==> config.mk <==
export PLATFORM = sky130hd
export DESIGN_NAME = stage_fetch
export DESIGN_NICKNAME = d
export VERILOG_FILES = /design/src/rtl/stage_fetch.sv
export SDC_FILE = /design/constraint.sdc
export NUM_CORES = 1
export LEC_CHECK = 0
export ABC_CLOCK_PERIOD_IN_PS = 2200
export BUFFER_PORTS_ARGS = -buffer_cell sky130_fd_sc_hd__buf_2
export CAP_MARGIN = 20
export CORE_MARGIN = 2
export CORE_UTILIZATION = 45
export CTS_BUF_LIST = sky130_fd_sc_hd__clkbuf_16
export CTS_CLUSTER_DIAMETER = 150
export CTS_CLUSTER_SIZE = 40
export DETAILED_ROUTE_END_ITERATION = 16
export PLACE_DENSITY = 0.83
export RECOVER_POWER = 50
export SYNTH_ARGS = -nofsm -noshare
export SYNTH_HDL_FRONTEND = slang
export SYNTH_SLANG_ARGS = --single-unit
==> constraint.sdc <==
create_clock -name clock -period 2.2 [get_ports clock]
set_input_delay 0 -clock clock [delete_from_list [all_inputs] [get_ports clock]]
set_output_delay 0 -clock clock [all_outputs]
set_load 0.1 [all_outputs]
==> src/rtl/stage_fetch.sv <==
// stage_fetch: fetch stage and PC unit of the 5-stage pipeline.
//
// Owns the program counter and drives the address of the synchronous instruction ROM.
// Loads the F/D pipeline latch. Redirects from execute (taken branch or jump) take
// priority over a hazard stall. A redirect squashes the instruction being fetched, and
// flush_dx squashes the one in decode.
//
// Ports:
//   clock          rising-edge clock
//   reset_n        synchronous active-low reset
//   stall          hazard-unit hold; freezes PC and the F/D latch
//   ex_redirect    execute changes flow (taken bne/blt/bex, j/jal/jr)
//   ex_pc_in       redirect target word address
//   imem_addr      address to the synchronous ROM; this is the *next* PC
//   imem_q         ROM data for the current pc
//   fd_insn        F/D instruction
//   fd_pc_plus_1   F/D PC+1
//   fd_pc_upper_5  fd_pc_plus_1[31:27]
//   fd_valid       F/D holds a real instruction, not a bubble
//   flush_dx       combinational copy of ex_redirect; bubbles the D/X latch
//   pc             current fetch PC
//   fetch_count    instructions accepted into F/D (mod 2^32)
//   squash_count   redirects taken (mod 2^16)
module stage_fetch #(
    parameter int unsigned ADDR_W = 12,
    parameter logic [31:0] NOP    = 32'h0000_0000
) (
    input  logic              clock,
    input  logic              reset_n,
    input  logic              stall,
    input  logic              ex_redirect,
    input  logic [31:0]       ex_pc_in,
    output logic [ADDR_W-1:0] imem_addr,
    input  logic [31:0]       imem_q,
    output logic [31:0]       fd_insn,
    output logic [31:0]       fd_pc_plus_1,
    output logic [4:0]        fd_pc_upper_5,
    output logic              fd_valid,
    output logic              flush_dx,
    output logic [31:0]       pc,
    output logic [31:0]       fetch_count,
    output logic [15:0]       squash_count
);

    logic [31:0] pc_q;
    logic [31:0] pc_plus_1;
    logic [31:0] pc_next;
    logic [31:0] fd_insn_q;
    logic [31:0] fd_pc_plus_1_q;
    logic        fd_valid_q;
    logic [31:0] fetch_count_q;
    logic [15:0] squash_count_q;

    assign pc_plus_1 = pc_q + 32'd1;  // wraps modulo 2^32

    // The ROM samples imem_addr on the same edge that pc takes pc_next.
    // After each edge, imem_q therefore always matches pc.
    always_comb begin
        pc_next = pc_plus_1;
        if (!reset_n) begin
            pc_next = 32'd0;
        end else if (ex_redirect) begin
            pc_next = ex_pc_in;
        end else if (stall) begin
            pc_next = pc_q;
        end
    end

    // Upper PC bits stay in pc but are not sent to the ROM.
    assign imem_addr = pc_next[ADDR_W-1:0];

    always_ff @(posedge clock) begin
        if (!reset_n) begin
            pc_q           <= 32'd0;
            fd_insn_q      <= NOP;
            fd_pc_plus_1_q <= 32'd0;
            fd_valid_q     <= 1'b0;
            fetch_count_q  <= 32'd0;
            squash_count_q <= 16'd0;
        end else begin
            pc_q <= pc_next;
            if (ex_redirect) begin
                // The instruction in fetch is on the wrong path, even when it is stalled.
                // fd_pc_plus_1 is left unchanged because a bubble does not use it.
                fd_insn_q      <= NOP;
                fd_valid_q     <= 1'b0;
                squash_count_q <= squash_count_q + 16'd1;
            end else if (!stall) begin
                fd_insn_q      <= imem_q;
                fd_pc_plus_1_q <= pc_plus_1;
                fd_valid_q     <= 1'b1;
                fetch_count_q  <= fetch_count_q + 32'd1;
            end
        end
    end

    assign pc            = pc_q;
    assign fd_insn       = fd_insn_q;
    assign fd_pc_plus_1  = fd_pc_plus_1_q;
    assign fd_pc_upper_5 = fd_pc_plus_1_q[31:27];
    assign fd_valid      = fd_valid_q;
    assign fetch_count   = fetch_count_q;
    assign squash_count  = squash_count_q;
    assign flush_dx      = ex_redirect;

endmodule
* Yosys cells after proc, flatten, opt, wreduce, memory -nomap -nowiden
Cells that the tools add are included.
** Storage, ports and cells
- Output and inout bits :: 163
- Bits in latches :: 0
- ROM bits :: 0
- Input bits :: 68
- Memories :: 0
- Register bits after elaboration :: 145
- RAM bits :: 0
** Cells by class
- $mul :: 0
- Div/mod/pow operators :: 0
- Mux-type cells :: 3
- Bitwise operators :: 3
- Add/sub/neg operators :: 3
- $lt $le $gt $ge :: 0
- Eq/ne operators :: 1
- Shifts and indexed selects :: 0
- Reductions and logical operators :: 2
** Operator list (count)
- $add A32 B1 Y32 const B :: 2
- $mux W32 :: 2
- $add A16 B1 Y16 const B :: 1
- $mux W12 :: 1
- $not A1 Y1 :: 3
- $ne A2 B1 Y1 const B :: 1
- $reduce_and A2 Y1 :: 1
- $reduce_or A2 Y1 :: 1

* Depth between registers and ports, before layout
- Depth in word-level cells :: 4
- Depth in mapped cells :: 8
- Gate-level depth less buffers :: 6

* Worst setup path before layout
No wires, ideal clock.
- Path kind :: flip-flop to output port
- From :: register pc_q[0], in the netlist pc[0]
- To :: output imem_addr[4]
- Path buffers :: 0
- Stages on the path, launching flop included :: 5
- Setup slack :: -2.038 ns
- Data arrival time :: 4.238 ns
- Required time :: 2.200 ns
- Cell sequence :: dfxtp_1 ha_1 nand3_1 or3_1 a311oi_1
** Between the ends
- Cells in the longest elaborated chain, start to end :: 4
** RTL lines
- start, declared :: line 45 : logic [31:0] pc_q;
- start signal, assigned :: line 81 : pc_q <= pc_next;
- $add A32 B1 Y32 :: line 54 : assign pc_plus_1 = pc_q + 32'd1;
- $mux W32 :: line 64 : end else if (stall) begin
- $mux W32 :: line 62 : end else if (ex_redirect) begin
- $mux W12 :: line 60 : if (!reset_n) begin
- end, declared :: line 33 : output logic [ADDR_W-1:0] imem_addr,
Every way passes these cells. The select of a mux whose other input is x is not followed.

* Worst setup path in the final report
Same ends and word-level chain as after synthesis.

==> reports/metrics.cfg <==
[timing]
whs_ps=21.5
max_freq_ghz=0.478
skew_ps=6.10
tns_ps=0
final.setup.worst_slack_ps=108
relSlewSlack_pct=1.98
tightest_slew_ps=1470
hold_violations=0
finalCritPeriodShare_pct=95.1
finalSetupViolCount=0
finalCriticalPeriod_ps=2090
slew_viol_final=0
rsz0062_at_grt=no

[detailed_routing]
wl_per_cell_um=16.5
drtPass1Iterations=5
viasPerCell=5.47
totalWireLength_um=20500
dr_total_vias=6803
drc_errors=0
ant_nets=0
drt_iter0_markers=484

[worst_setup_path]
start_kind=flip-flop
r2r_start=pc[16]
required_ps=2200
rr_worst_depth=4
arrival_ps=2090
r2r-end=pc[31]
crit_fanout=6
cp-endpoint=imem_addr[4]
critical_path_class=reg -> out
worst_setup_path_end_kind=output pin
reg2reg_setup_slack_ps=160
critical_path.startpoint=pc[0]

[die]
die-area_mm2=0.0156
die_w_um=125
io_pins=231
core_area_mm2=0.0144
start_util_pct=45.6
die_height_um=125
rows=44

[place]
hpwl_um=13600
pre_cts_ws_ps=211
place_congestion=0.905
io_buffers=230

[final_layout]
drive_above_1_share_pct=22.8
nets=1116
multiInputGateArea_mm2=0.00356
syn_to_final_growth_pct=43.7
register_area_mm2=0.00301
nFillCells=1211

[clock_network]
clk_pin_slew_ps=60
cts_buffer_depth=2
clock-sinks=145
cts_max_level=4
cts_buffers=17
cts_tree=built
insertion_delay_ps=410
clockRootBuffer=clkbuf_16

[power]
powerDensity_mw_per_mm2=822
ir_drop_mv=0.479
power_leakage_nw=3.55

[yosys]
synth_area_mm2=0.00658
ys_warn_count=0
postSynthAreaPerCell_um2=8.49
ys_types=39
synth_fp_nets=846
synth-seq-cells=145
netlist.top_cell.by_area=dfxtp_1
synth_top_area_share_pct=44.1
synthTopCellsByArea=dfxtp_1, xnor2_1, nor2_1
yosysSeqAreaShare_pct=44.1
synthCells=775

[status]
run_status=completed

[global_routing]
track_usage_pct=25.8
grt_max_degree=64
antenna_found_initial=1
grt_pass1_wl_um=33000
grt-ovfl-total=0
grt_pass1_vias=6588

[worst_hold_path]
hp-class=in -> reg

[job]
cap_violations=0

## placed cells by master, fill, tap and decap left out, types with 4 or more instances in the layout
master / netlist / routed
buf_2: 3 / 112
clkbuf_1: 41 / 108
dfxtp_1: 145 / 101
nor2_1: 104 / 100
o21ai_0: 65 / 65
a21oi_1: 68 / 61
xnor2_1: 61 / 60
dlygate4sd3_1: 0 / 59
nand2_1: 37 / 36
mux2i_1: 34 / 34
xor2_1: 27 / 27
nand4_1: 25 / 25
dfxtp_2: 0 / 25
nand3_1: 24 / 24
nor3_1: 23 / 22
or3_1: 20 / 20
clkbuf_16: 0 / 19
dfxtp_4: 0 / 19
buf_12: 0 / 14
buf_4: 6 / 14
and3_1: 13 / 13
nor4_1: 11 / 11
a211oi_1: 10 / 9
inv_1: 8 / 8
and4_1: 7 / 7
a21oi_4: 0 / 6
and2_1: 6 / 5
a311oi_1: 7 / 5
bufinv_16: 0 / 5
clkinv_4: 0 / 4
## area by class of cell
class	instances	area share [%]
inverter	9	0.357
antenna	1	0.0265
multi-input combinational	564	37.6
tap	184	2.43
clock buffer	19	5.03
sequential	145	31.8
timing repair buffer	308	20.6
clock inverter	13	2.16
## kinds of logic (layout without fill, tap and decap cells)
| group | after synthesis | after routing | synth area share [%] |
|---|---|---|---|
| fa+ha+maj | 3 | 3 | 0.570 |
| compound gates | 154 | 154 | 12.7 |
| xor+xnor | 88 | 88 | 11.7 |
| buf+inv | 66 | 349 | 4.18 |
| other cells | 0 | 1 | 0 |
| flops | 145 | 145 | 44.1 |
| simple gates | 285 | 285 | 21.6 |
| mux | 34 | 34 | 5.17 |
## what timing repair did
item,4_1_cts,5_1_grt
resized for setup,1,2
pin swaps,2,0
hold buffers,59,0
endpoints found under the setup margin,4,2
setup buffers,3,0
endpoints found under the hold margin,58,0
## layer usage
layer  up-vias  wire [µm]  global-route usage [%]
met3        73       1530                    5.52
met1      3170       8260                    31.0
li1       3252          -                       -
met5         -          0                       0
met4         0        878                    13.2
met2       308       9850                    43.9
## per-stage QoR
stage	cell area (µm²)	power [mW]	util, %	instances
detailed placement	8300	4.46	57.5	1148
CTS	9590	7.81	66.5	1242
floorplan	6870	4.13	-	775
global placement	8300	4.45	57.5	1148
global route	9460	7.99	65.6	1243
finish	9460	7.77	65.6	1243
## registers in the layout, indices dropped and copies added (netlist names)
register / flops
fd_insn: 32
pc: 32
fd_valid: 1
squash_count: 16
fd_pc_plus_1: 32
fetch_count: 32
## power by group
group / leakage [nW] / total, mW / internal (mW) / switching [mW]
registers: 1.21 / 2.85 / 2.73 / 0.124
logic: 2.01 / 1.64 / 0.373 / 1.26
clock network: 0.337 / 3.28 / 2.15 / 1.13
total: 3.55 / 7.77 / 5.25 / 2.52
## synth_stat cells (all sizes together)
cell and n:
a211oi 10, a21oi 68, a311oi 7, a31oi 1
a32o 1, a41o 1, and2 6, and3 13
and3b 1, and4 8, buf 15, clkbuf 42
dfxtp 145, ha 3, inv 9, mux2i 34
nand2 37, nand3 25, nand4 25, nand4b 2
nor2 104, nor2b 1, nor3 23, nor3b 3
nor4 11, o21ai 65, o31ai 1, or2 2
or3 20, or4 3, or4b 1, xnor2 61
xor2 27
## worst max-delay path, cell delays in order (launching register included)
cell      delay, ps
dfxtp_4         370
ha_2            220
nand3_1         120
or3_1           400
a311oi_4        340
buf_12          220
## worst min-delay path by stage
stage | start | to | slack (ps) | depth (start not counted)
2_1_floorplan | ex_pc_in[30] | pc[30] | 140 | 2
3_3_place_gp | imem_q[20] | fd_insn[20] | 230 | 3
3_5_place_dp | imem_q[0] | fd_insn[0] | 240 | 3
4_1_cts | ex_pc_in[11] | pc[11] | 2 | 3
5_1_grt | ex_pc_in[11] | pc[11] | 40 | 3
6_report | ex_pc_in[4] | pc[4] | 20 | 3
Power figures use the tool's default switching activity.
